$ cat config.mk
export PLATFORM = sky130hd
export DESIGN_NAME = btn_event_ctrl
export DESIGN_NICKNAME = d
export VERILOG_FILES = /design/src/rtl/btn_event_ctrl.sv
export SDC_FILE = /design/constraint.sdc
export NUM_CORES = 1
export LEC_CHECK = 0
export CAP_MARGIN = 0
export CORE_MARGIN = 5
export CORE_UTILIZATION = 58
export CTS_CLUSTER_DIAMETER = 40
export CTS_CLUSTER_SIZE = 24
export DETAILED_ROUTE_END_ITERATION = 6
export PLACE_DENSITY_LB_ADDON = 0.05
export SETUP_SLACK_MARGIN = 0.02
export SKIP_LAST_GASP = 1
export SLEW_MARGIN = 20
export SYNTH_ARGS = -nofsm -noshare
export SYNTH_HDL_FRONTEND = slang
export SYNTH_SLANG_ARGS = --single-unit
$ cat constraint.sdc
create_clock -name clk -period 5.32 [get_ports clk]
set_input_delay 1.064 -clock clk [delete_from_list [all_inputs] [get_ports clk]]
set_output_delay 1.064 -clock clk [all_outputs]
set_load 0.02 [all_outputs]
$ cat src/rtl/btn_event_ctrl.sv
`timescale 1ns/1ps
`default_nettype none
// ============================================================================
// Module   : btn_event_ctrl
// Purpose  : Classifies debounced button presses into short, long and
//            double-press events; drives a status LED and a press counter.
// Revision : 1.0 - initial release
// ============================================================================
module btn_event_ctrl #(
  parameter int LONG_CYCLES = 16,
  parameter int DBL_WINDOW  = 8,
  parameter int CNT_W       = 4
) (
  input  logic             clk,
  input  logic             rst,
  input  logic             db_in,
  output logic             press_pulse,
  output logic             short_evt,
  output logic             long_evt,
  output logic             double_evt,
  output logic [CNT_W-1:0] press_cnt,
  output logic             led,
  output logic             busy
);

  localparam int HOLD_W = $clog2(LONG_CYCLES + 1);
  localparam int GAP_W  = $clog2(DBL_WINDOW + 1);

  localparam logic [HOLD_W-1:0] HOLD_LAST = HOLD_W'(LONG_CYCLES - 1);
  localparam logic [GAP_W-1:0]  GAP_LAST  = GAP_W'(DBL_WINDOW);

  localparam logic [2:0] S_IDLE        = 3'd0;
  localparam logic [2:0] S_PRESSED     = 3'd1;
  localparam logic [2:0] S_LONG_HELD   = 3'd2;
  localparam logic [2:0] S_WAIT_SECOND = 3'd3;
  localparam logic [2:0] S_SECOND_HELD = 3'd4;

  logic [2:0]        state;
  logic [2:0]        state_next;
  logic [HOLD_W-1:0] hold_cnt;
  logic [HOLD_W-1:0] hold_next;
  logic [GAP_W-1:0]  gap_cnt;
  logic [GAP_W-1:0]  gap_next;
  logic              db_q;
  logic              rise;
  logic              fall;
  logic              short_set;
  logic              long_set;
  logic              double_set;

  // db_q resets high so a button held through reset is not seen as a new press
  assign rise = db_in & ~db_q;
  assign fall = ~db_in & db_q;

  // State and counter registers
  always_ff @(posedge clk) begin
    if (rst) begin
      state    <= S_IDLE;
      hold_cnt <= '0;
      gap_cnt  <= '0;
    end else begin
      state    <= state_next;
      hold_cnt <= hold_next;
      gap_cnt  <= gap_next;
    end
  end

  // Next-state and counter update logic
  always_comb begin
    state_next = state;
    hold_next  = hold_cnt;
    gap_next   = gap_cnt;
    case (state)
      S_IDLE: begin
        if (rise) begin
          state_next = S_PRESSED;
          hold_next  = HOLD_W'(1);
        end
      end
      S_PRESSED: begin
        if (!db_in) begin
          state_next = S_WAIT_SECOND;
          gap_next   = GAP_W'(1);
        end else if (hold_cnt == HOLD_LAST) begin
          state_next = S_LONG_HELD;
        end else begin
          hold_next = hold_cnt + HOLD_W'(1);
        end
      end
      S_LONG_HELD: begin
        if (fall) state_next = S_IDLE;
      end
      S_WAIT_SECOND: begin
        // A rise landing on the expiry edge still counts as a double press
        if (rise) begin
          state_next = S_SECOND_HELD;
        end else if (gap_cnt == GAP_LAST) begin
          state_next = S_IDLE;
        end else begin
          gap_next = gap_cnt + GAP_W'(1);
        end
      end
      S_SECOND_HELD: begin
        if (fall) state_next = S_IDLE;
      end
      default: begin
        state_next = S_IDLE;
      end
    endcase
  end

  // Event decode from the current state and inputs
  always_comb begin
    short_set  = 1'b0;
    long_set   = 1'b0;
    double_set = 1'b0;
    case (state)
      S_PRESSED: begin
        long_set = db_in && (hold_cnt == HOLD_LAST);
      end
      S_WAIT_SECOND: begin
        double_set = rise;
        short_set  = !rise && (gap_cnt == GAP_LAST);
      end
      default: begin
        short_set  = 1'b0;
      end
    endcase
  end

  // Registered outputs, edge detector and press counter
  always_ff @(posedge clk) begin
    if (rst) begin
      db_q        <= 1'b1;
      press_pulse <= 1'b0;
      press_cnt   <= '0;
      short_evt   <= 1'b0;
      long_evt    <= 1'b0;
      double_evt  <= 1'b0;
      led         <= 1'b0;
      busy        <= 1'b0;
    end else begin
      db_q        <= db_in;
      press_pulse <= rise;
      if (rise) press_cnt <= press_cnt + CNT_W'(1);
      short_evt   <= short_set;
      long_evt    <= long_set;
      double_evt  <= double_set;
      if (short_set)       led <= ~led;
      else if (double_set) led <= 1'b1;
      else if (long_set)   led <= 1'b0;
      busy        <= (state_next != S_IDLE);
    end
  end

endmodule
`default_nettype wire
# Word-level counts from Yosys, hierarchy flattened
# Cells that the tools add are included.
# word_totals
latch_bits	0
out_inout_bits	10
input_bits	3
ram_bits	0
mem_count	0
rom_bits	0
regBits	23
# op_classes
mux	21
div	0
bitwise_logic	5
add_sub_neg	3
reduce_logical	11
magnitude_cmp	0
multipliers	0
n_shift	0
n_eq_ne	12
# op_table
op	count
$mux 3	6
$mux 5	3
$mux 4	3
$ne 2x2->1 const B	6
$pmux 3 s4	1
$pmux 5 s2	1
$add 4x1->4 const B	2
$pmux 4 s2	1
$reduce_and 4->1	2
$eq 3x2->1 const B	2
$mux 1	6
$reduce_bool 3->1	2
$add 5x1->5 const B	1
$eq 5x4->1 const B	1
$eq 4x4->1 const B	1
$reduce_bool 2->1	2
$eq 3x1->1 const B	1
$eq 3x3->1 const B	1
$logic_not 3->1	1
$not 1->1	3
$and 1x1->1	2
$logic_and 1x1->1	2
$reduce_or 2->1	1
$logic_not 1->1	1

# Depth between registers and ports, before layout
# Gate-level depths: netlist (run 1).
# depth
depth_word	6
ltp_mapped	7
mapped_depth_nobuf	7

# Worst setup path after synthesis (run 1)
# No wires, ideal clock.
# synth_path
kind	input-to-reg
from	input db_in
to	register gap_cnt[2]
arrival_time_ns	1.919
slack_ns	3.286
required_time_ns	5.204
stages	5
path_cell_list	buf_4 > a21boi_2 > a211oi_2 > a211oi_1 > a31o_1
# synth_via
elab_chain_cells	3
# synth_rtl
element	line_no	source
from (decl)	16	input logic db_in,
$and 1x1->1	52	assign rise = db_in & ~db_q;
$ne 2x2->1 (no source line)	--	
$reduce_and 4->1 (no source line) (*)	--	
to (signal assigned)	64	gap_cnt <= gap_next;
to (decl)	42	logic [GAP_W-1:0] gap_cnt;
# Mark *: on every way between the ends. The rest lies on a longest branch, timed or not.
# A chain may end at the register's enable or synchronous reset.

# Worst setup path in the final report (run 1)
# layout_path
from	register press_cnt[0]
to	output press_cnt[0]
# layout_lines
element	line_no	source
from (decl)	21	output logic [CNT_W-1:0] press_cnt,
from (signal assigned)	145	if (rise) press_cnt <= press_cnt + CNT_W'(1);
# No word-level cell between the ends.

==> reports/qor.yml, run 1 <==
run_status:
  outcome: "completed"
global_routing:
  overflow: 0
  grt_max_degree: 18
  grt_pass1_vias: 811
  grt_pass1_wl_um: 3540
  grt_antenna_before_repair: 0
  grt_use_total_pct: 16.7
setup_path:
  reg2reg_from: "hold_cnt[0]"
  start_kind: "register"
  r2r_setup_slack_ns: 3.35
  worst-path-stages: 1
  crit_type: "register to output pin"
  cpMaxStageDelayCell: "clkdlybuf4s50_1"
  path_buf_inv: 1
  path_cells: "clkdlybuf4s50_1"
  reg2reg_to: "hold_cnt[0]"
  end_kind: "output pin"
  crit_family: "buffers and inverters"
  ff2ff_path_depth: 7
  worst_ep_arrival_time_ns: 1.35
  cpPeakStageDelay_ns: 0.63
  setup.worst_path.start: "press_cnt[0]"
  setup.worst_path.end: "press_cnt[0]"
  cp.required_ns: 4.26
  path_max_fanout: 4
synthesis:
  synthFlopType: "dfxtp_1"
  synth_top_cells_by_count: "23 x dfxtp_1, 15 x nor2_1, 6 x inv_1, 6 x nand2_1"
  synth_nets: 129
  yosysMostFrequentCell: "dfxtp_1"
  synth_edf_count: 0
  ys_warn_count: 0
  ys_seq_area_share_pct: 40.7
  yosysTopAreaCell: "dfxtp_1"
  netlist_area_mm2: 0.00113
  synth_top_area_share_pct: 40.7
  yosysUniqueCellTypes: 39
  synthCells: 121
  syn-mean-instance-area_um2: 9.35
  synth.top_cells.by_area: "dfxtp_1 41%, ha_1 5.5%, nor2_1 5.0%"
  async_flop_share_pct: 0
  synth-seq-cells: 23
floorplanning:
  coreArea_mm2: 0.00190
  dieArea_mm2: 0.00293
  die_h_um: 54.2
  die_w_um: 54.2
  rows: 16
  io_pins: 13
  start_util_pct: 59.5
cts:
  clkSinkCount: 23
  htree_levels: 1
  clockBufferDepth: 2
  clock_latency_ns: 0.30
  cts_setup_buffers: 0
  cts-root-buf: "clkbuf_4"
  cts_hold_buf: 0
  cts_buffers: 3
  clk_pin_slew_worst_paths_ns: 0.12
  post_cts_resize_count: 0
  tritoncts: "yes"
sta:
  min_period_ns: 2.41
  finalCritPeriodShare_pct: 45.3
  tightest_slew_ns: 0.600
  maxSlewViolCount: 0
  finalClockSkew_ns: 0.00388
  hold_violations: 0
  clock.fmax_mhz: 415
  finalSetupTns_ns: 0
  setup_viol: 0
  max_slew_margin_pct: 59.9
  grt_setup_unrepaired: "false"
final_layout:
  nFillCells: 171
  antenna_cells: 0
  area_growth_pct: 12.4
  layout-drive-gt1-share_pct: 10.0
  multi_input_comb_area_um2: 608
  seqCellArea_um2: 460
  fin_nets: 139
power:
  p_leak_nw: 0.464
  power_uw: 288
  pwr_density_cell_mw_per_mm2: 226
  worst_ir_drop_vdd_uv: 186
route:
  totalWireLength_um: 2040
  drtIter0Drc: 5
  wl_per_cell_um: 13.0
  first_pass_iters: 4
  drcViolationCount: 0
  viasPerCell: 5.52
  vias: 867
  drt.antenna.violating_nets: 0
place:
  gp_congestion: 0.882
  hpwl_um: 1560
  portBuffers: 12
run:
  drv_cap: 0
min_path:
  hold_class: "register to register"
-- per-layer routing --
layer / wire length [um] / global-route usage (%) / share of wire [%] / up-vias
li1: - / - / - / 443
met1: 938 / 20.6 / 46 / 404
met2: 1000 / 26.5 / 49 / 18
met3: 88 / 4.71 / 4.3 / 2
met4: 7 / 7.88 / 0.34 / 0
met5: 0 / 0 / 0 / -
-- layout make-up --
class                   instances  share of cell area [%]
inverters                       6                    1.77
multi-input cells              85                    47.8
flip-flops and latches         23                    36.2
well taps                      27                    2.66
repair buffers                 12                    9.45
clock buffers                   4                    2.07
-- through the flow --
stage | setup WS [ns] | area, um^2 | instances | hold slack (ns) | utilization, %
after floorplan | 3.29 | 1130 | 121 | 0.464 | -
after global placement | 2.66 | 1240 | 153 | 0.481 | 65.5
after detailed placement | 2.59 | 1240 | 153 | 0.494 | 65.5
after CTS | 2.88 | 1270 | 157 | 0.516 | 66.8
after global routing | 2.80 | 1270 | 157 | 0.538 | 66.8
final | 2.91 | 1270 | 157 | 0.514 | 66.8
-- power by group --
group	internal [mW]	switching [mW]
clock network	0.0292	0.0478
registers	0.176	0.00596
logic	0.0131	0.0159
-- placed cells by master, fill, tap and decap left out, types with 4 or more instances in the layout --
master and count:
a21oi_1 4, clkdlybuf4s50_1 12, dfxtp_1 23, ha_1 5, inv_1 6, nand2_1 6
nand2b_1 5, nand4_1 4, nor2_1 15, nor3_1 5, xor2_1 4
-- worst min path at each step --
stage / cells after the start / start / to
floorplan: 1 / hold_cnt[0] / hold_cnt[0]
finish: 2 / press_cnt[1] / press_cnt[1]
global route: 2 / press_cnt[1] / press_cnt[1]
detailed placement: 2 / hold_cnt[4] / hold_cnt[4]
CTS: 2 / press_cnt[1] / press_cnt[1]
global placement: 2 / hold_cnt[4] / hold_cnt[4]
-- logic make-up (layout without fill, tap and decap cells) --
family,Yosys count,in the layout,synth area share (%)
buffers and inverters,13,22,5.53
XOR/XNOR,6,6,4.65
AO/OA/AOI/OAI,21,21,15.8
flip-flops,23,23,40.7
AND/OR/NAND/NOR,50,50,25.1
multiplexers,3,3,2.65
adder cells (fa/ha/maj),5,5,5.53
-- flip-flops by register name (all words and copies together), names as in the netlist, 3 cells and up --
| signal | cells |
|---|---|
| press_cnt | 4 |
| hold_cnt | 5 |
| gap_cnt | 4 |
| state | 3 |
(Power assumes the default switching activity.)
==> run 2, diff against run 1 <==
- CORE_ASPECT_RATIO: unset -> 1.75
- CORE_UTILIZATION: 58 -> 48
- clock period: 5.32 -> 2 ns (I/O delays scaled with it)
==> run 2 against run 1 <==
Clock skew is 0.0025 ns lower. Critical path depth is 6 higher. Sequential power grew to 2.7 times the previous value. Register-to-register slack worse by 3.2 ns. Cell area is 5.6% higher. Critical endpoint is now busy. Largest cell class unchanged.
==> reports/qor.yml, run 2 (same netlist as run 1, synthesis figures left out) <==
global_routing:
  grt_pass1_wl_um: 3820  # was 3540 um
  grt_pass1_vias: 950  # was 811
  grt_use_total_pct: 14.9  # was 16.7%
  grt_max_degree: 14  # was 18
  grt_antenna_before_repair: 0  # unchanged
  overflow: 0  # unchanged
setup_path:
  start_kind: "register"  # unchanged
  crit_type: "register to register"  # was register to output pin
  cp.required_ns: 2.15  # was 4.26 ns
  r2r_setup_slack_ns: 0.14  # was 3.35 ns
  reg2reg_from: "hold_cnt[0]"  # unchanged
  path_max_fanout: 4  # unchanged
  ff2ff_path_depth: 7  # unchanged
  reg2reg_to: "busy"  # was hold_cnt[0]
  worst_ep_arrival_time_ns: 2.01  # was 1.35 ns
  end_kind: "register"  # was output pin
sta:
  max_slew_margin_pct: 61.1  # was 59.9%
  min_period_ns: 1.86
  finalClockSkew_ns: 0.00135  # was 0.00388 ns
  tightest_slew_ns: 0.582  # was 0.600 ns
  finalSetupTns_ns: 0  # unchanged
  maxSlewViolCount: 0  # unchanged
  clock.fmax_mhz: 539
  timing.final.ws_setup_ns: 0.143  # was 2.91 ns
  finalCritPeriodShare_pct: 92.8
  setup_viol: 0  # unchanged
  hold_violations: 0  # unchanged
  grt_setup_unrepaired: "false"  # unchanged
floorplanning:
  die_h_um: 74.2  # was 54.2 um
  start_util_pct: 49.8  # was 59.5%
  rows: 23  # was 16
  io_pins: 13  # unchanged
  dieArea_mm2: 0.00347  # was 0.00293 mm^2
  coreArea_mm2: 0.00227  # was 0.00190 mm^2
  die_w_um: 46.7  # was 54.2 um
final_layout:
  layout-drive-gt1-share_pct: 14.7  # was 10.0%
  fin_nets: 145  # was 139
  seqCellArea_um2: 460  # unchanged
  multi_input_comb_area_um2: 617  # was 608 um^2
  final_util_pct: 59.1  # was 66.8%
  largest_reg_flops: 5  # unchanged
  top_register: "hold_cnt"  # unchanged
  final_common_cell: "dfxtp_1"  # unchanged
  area_growth_pct: 18.7  # was 12.4%
  top_regs: "hold_cnt x5, gap_cnt x4, press_cnt x4"  # unchanged
  final_cell_mix: "23 x dfxtp_1, 15 x nor2_1, 12 x clkdlybuf4s50_1"  # unchanged
  nFillCells: 227  # was 171
  antenna_cells: 0  # unchanged
cts:
  tritoncts: "yes"  # unchanged
  clkSinkCount: 23  # unchanged
  clk_pin_slew_worst_paths_ns: 0.08  # was 0.12 ns
  cts-root-buf: "clkbuf_8"  # was clkbuf_4
  cts_hold_buf: 0  # unchanged
  htree_levels: 1  # unchanged
  clock_latency_ns: 0.26  # was 0.30 ns
  cts_buffers: 3  # unchanged
  clockBufferDepth: 2  # unchanged
power:
  p_switching_uw: 208  # was 69.7 uW
  pwr_density_cell_mw_per_mm2: 638  # was 226 mW/mm^2
  power_frac_comb_pct: 10.3  # was 10.1%
  p_leak_nw: 0.506  # was 0.464 nW
  swShare_pct: 24.3  # was 24.2%
  worst_ir_drop_vdd_uv: 390  # was 186 uV
  p_clk_share_pct: 33.1  # was 26.7%
  intPower_uw: 649  # was 218 uW
  seqPwrFrac_pct: 56.6  # was 63.2%
run_status:
  outcome: "completed"  # unchanged
route:
  viasPerCell: 5.80  # was 5.52
  drcViolationCount: 0  # unchanged
  drt.antenna.violating_nets: 0  # unchanged
  drtIter0Drc: 21  # was 5
  vias: 934  # was 867
  wl_per_cell_um: 14.6  # was 13.0 um
  totalWireLength_um: 2340  # was 2040 um
  first_pass_iters: 4  # unchanged
min_path:
  whs_path_depth: 2  # unchanged
  worstHoldEndpoint: "press_cnt[1]"  # unchanged
  min_from: "press_cnt[1]"  # unchanged
  hold_class: "register to register"  # unchanged
place:
  gp_congestion: 0.808  # was 0.882
  hpwl_um: 1810  # was 1560 um
  pre_cts_ws_ns: 0.0175  # was 2.59 ns
  portBuffers: 12  # unchanged
run:
  drv_cap: 0  # unchanged
run 2: cell types whose count changed in the layout (fill, tap and decap cells not counted):
cell      change
buf_4         +6
clkbuf_4      -3
clkbuf_8      +3
clkbuf_1      -1
clkinv_2      +1
nor4b_2       -1
nor4b_4       +1
run 2: layout make-up:
class | count | area share [%]
multi-input combinational | 85 | 45.9
clock inverter | 1 | 0.373
sequential | 23 | 34.3
timing repair buffer | 18 | 12.3
inverter | 6 | 1.68
tap | 25 | 2.33
clock buffer | 3 | 3.08
run 2: per-stage QoR:
| stage | power (mW) | instance area [um^2] | hold WS (ns) | std cells |
|---|---|---|---|---|
| 2_1_floorplan | 0.552 | 1130 | 0.464 | 121 |
| 3_3_place_gp | 0.579 | 1280 | 0.477 | 156 |
| 4_1_cts | 0.867 | 1340 | 0.503 | 160 |
| 5_1_grt | 0.893 | 1340 | 0.542 | 161 |
| 6_report | 0.856 | 1340 | 0.500 | 161 |
| 3_5_place_dp | 0.581 | 1280 | 0.491 | 156 |
run 2: routing by layer:
metal  wire (um)  share of wire [%]  global-route usage [%]  vias up
met4          70                3.0                    7.08        0
met1         849                 36                    13.6      456
met3          87                3.7                    2.66        8
met5           0                  0                       0        -
met2        1340                 57                    29.3       18
li1            -                  -                       -      452
run 2: worst max-delay path: stages, from the launching register on:
cell	delay, ns
dfxtp_1	0.35
ha_1	0.22
and3_1	0.19
ha_1	0.23
nand2b_1	0.22
a211o_1	0.33
o211ai_1	0.11
a21oi_1	0.09
run 2: worst max path at each step:
stage / startpoint / endpoint / slack (ns) / depth (start not counted)
6_report: hold_cnt[0] / busy / 0.14 / 7
5_1_grt: hold_cnt[0] / hold_cnt[1] / 0.04 / 8
4_1_cts: hold_cnt[0] / hold_cnt[0] / 0.06 / 7
3_5_place_dp: db_in / hold_cnt[0] / 0.02 / 5
3_3_place_gp: hold_cnt[0] / hold_cnt[0] / 0.1 / 7
2_1_floorplan: hold_cnt[0] / hold_cnt[0] / 0.24 / 7
run 2: timing repair:
action / CTS / global route
pin swaps: 0 / 1
gates cloned: 0 / 0
hold endpoints to repair: 0 / 0
setup buffers: 0 / 1
setup endpoints to repair: 1 / 1
gates resized for setup: 1 / 0
run 2: power groups by stage:
stage	Combinational [mW]	Clock (mW)	Sequential [mW]
after floorplan	0.0611	0	0.491
after global placement	0.0844	0	0.494
after detailed placement	0.0866	0	0.495
after CTS	0.0882	0.294	0.485
after global routing	0.0971	0.309	0.486
final	0.0885	0.283	0.485
==> run 3, diff against run 2 <==
- CORE_UTILIZATION: 48 -> 43
==> run 3 against run 2 <==
Non-clock buffer count unchanged. Hold slack better by 0.0013 ns. Sequential share of layout area is essentially flat. Routed wire length fell by 3.1%. Clock-buffer cell count unchanged. Global-route usage down 2.5 points. Cell area about the same. Clock power grew 2%. Sequential power about the same. Register-to-register slack about the same. Total power increased by 0.24%.
==> reports/qor.yml, run 3 (same netlist as run 1, synthesis figures left out) <==
run_status:
  outcome: "completed"  # unchanged
setup_path:
  cpMaxStageDelayCell: "dfxtp_1"  # unchanged
  cpPeakStageDelay_ns: 0.35  # about the same
  worst-path-stages: 7  # unchanged
  ff2ff_path_depth: 7  # unchanged
  end_kind: "register"  # unchanged
  crit_top_cell: "ha_1"  # unchanged
  path_cells: "ha_1 > and3_1 > ha_1 > nand2b_1 > nor4b_4 > nor3_1 > a211oi_1"  # was ha_1 > and3_1 > ha_1 > nand2b_1 > a211o_1 > o211ai_1 > a21oi_1
  path_buf_inv: 0  # unchanged
  crit_family: "simple AND/OR/NAND/NOR gates"  # was compound AO/OA/AOI/OAI gates
  worst_ep_arrival_time_ns: 2.05  # was 2.01 ns
  cp.required_ns: 2.18  # was 2.15 ns
  path_max_fanout: 4  # unchanged
  crit_type: "register to register"  # unchanged
  r2r_setup_slack_ns: 0.13  # was 0.14 ns
  start_kind: "register"  # unchanged
route:
  wl_per_cell_um: 14.0  # was 14.6 um
  drt.antenna.violating_nets: 0  # unchanged
  totalWireLength_um: 2270  # was 2340 um
  first_pass_iters: 4  # unchanged
  drcViolationCount: 0  # unchanged
  vias: 900  # was 934
  viasPerCell: 5.56  # was 5.80
  drtIter0Drc: 49  # was 21
cts:
  cts_hold_buf: 0  # unchanged
  clkSinkCount: 23  # unchanged
  clk_pin_slew_worst_paths_ns: 0.08  # about the same
  cts_setup_buffers: 0  # unchanged
  clock_latency_ns: 0.26  # about the same
  tritoncts: "yes"  # unchanged
  cts_buffers: 3  # unchanged
  htree_levels: 1  # unchanged
  cts-root-buf: "clkbuf_8"  # unchanged
  clockBufferDepth: 2  # unchanged
place:
  portBuffers: 12  # unchanged
  hpwl_um: 1760  # was 1810 um
  gp_congestion: 0.780  # was 0.808
global_routing:
  overflow: 0  # unchanged
  grt_pass1_vias: 904  # was 950
  grt_antenna_before_repair: 0  # unchanged
  grt_max_degree: 17  # was 14
  grt_use_total_pct: 12.4  # was 14.9%
  grt_pass1_wl_um: 3900  # was 3820 um
final_layout:
  top_register: "hold_cnt"  # unchanged
  final_common_cell: "dfxtp_1"  # unchanged
  largest_reg_flops: 5  # unchanged
  fin_nets: 145  # unchanged
  seqCellArea_um2: 460  # unchanged
  nFillCells: 255  # was 227
  antenna_cells: 0  # unchanged
  final_cell_mix: "23 x dfxtp_1, 15 x nor2_1, 12 x clkdlybuf4s50_1"  # unchanged
  final_util_pct: 53.3  # was 59.1%
  layout-drive-gt1-share_pct: 14.7  # unchanged
  multi_input_comb_area_um2: 617  # unchanged
  area_growth_pct: 18.8  # was 18.7%
  top_regs: "hold_cnt x5, gap_cnt x4, press_cnt x4"  # unchanged
floorplanning:
  dieArea_mm2: 0.00380  # was 0.00347 mm^2
  coreArea_mm2: 0.00252  # was 0.00227 mm^2
  io_pins: 13  # unchanged
  start_util_pct: 44.8  # was 49.8%
  die_h_um: 77.8  # was 74.2 um
  rows: 24  # was 23
  die_w_um: 48.8  # was 46.7 um
sta:
  tightest_slew_ns: 0.529  # was 0.582 ns
  maxSlewViolCount: 0  # unchanged
  hold_violations: 0  # unchanged
  finalClockSkew_ns: 0.00150  # was 0.00135 ns
  max_slew_margin_pct: 64.7  # was 61.1%
  finalCritPeriodShare_pct: 93.5  # was 92.8%
  grt_setup_unrepaired: "false"  # unchanged
  setup_viol: 0  # unchanged
  whs_ns: 0.501  # was 0.500 ns
  clock.fmax_mhz: 535  # was 539 MHz
  finalSetupTns_ns: 0  # unchanged
  min_period_ns: 1.87  # was 1.86 ns
run:
  drv_cap: 0  # unchanged
min_path:
  whs_path_depth: 2  # unchanged
  hold_class: "register to register"  # unchanged
power:
  worst_ir_drop_vdd_uv: 362  # was 390 uV
  p_leak_nw: 0.507  # was 0.506 nW
  pwr_density_cell_mw_per_mm2: 639  # was 638 mW/mm^2
[run 3: worst paths after layout]
check	to	from
worst max-delay path	hold_cnt[0]	hold_cnt[0]
worst max register to register	hold_cnt[0]	hold_cnt[0]
worst min-delay path	press_cnt[1]	press_cnt[1]
worst min register to register	press_cnt[1]	press_cnt[1]
[run 3: worst reg2reg max path: stages (launching register included)]
cell,delay [ns]
dfxtp_1,0.35
ha_1,0.22
and3_1,0.19
ha_1,0.20
nand2b_1,0.22
nor4b_4,0.34
nor3_1,0.08
a211oi_1,0.20
[run 3: stage by stage]
stage | total power, mW | area, um^2 | setup slack (ns) | instances
6_report | 0.858 | 1340 | 0.131 | 162
2_1_floorplan | 0.552 | 1130 | 0.240 | 121
3_5_place_dp | 0.581 | 1290 | 0.0612 | 158
4_1_cts | 0.864 | 1340 | 0.0390 | 162
5_1_grt | 0.895 | 1340 | 0.00898 | 162
3_3_place_gp | 0.580 | 1290 | 0.0588 | 158
[run 3: layout make-up]
class,count,share of cell area (%)
Multi-Input combinational cell,85,45.9
Sequential cell,23,34.3
Timing Repair Buffer,18,12.3
Clock buffer,3,3.07
Tap cell,26,2.42
Inverter,6,1.68
Clock inverter,1,0.372
[run 3: metal layers]
metal / part of all wire, % / track usage, % / up-vias
li1: - / - / 451
met1: 43 / 13.3 / 435
met2: 54 / 23.6 / 12
met3: 2.2 / 1.15 / 2
met4: 1.0 / 5.66 / 0
met5: 0 / 0 / -
[run 3: where the power goes]
group	leakage (nW)	switching, mW	internal [mW]
registers	0.186	0.0157	0.468
logic	0.295	0.0462	0.0413
clock network	0.0255	0.149	0.139
total	0.507	0.211	0.648
[run 3: timing repair]
action	in CTS	in global routing
gates resized for setup	0	1
hold endpoints to repair	0	0
endpoints found under the setup margin	0	3
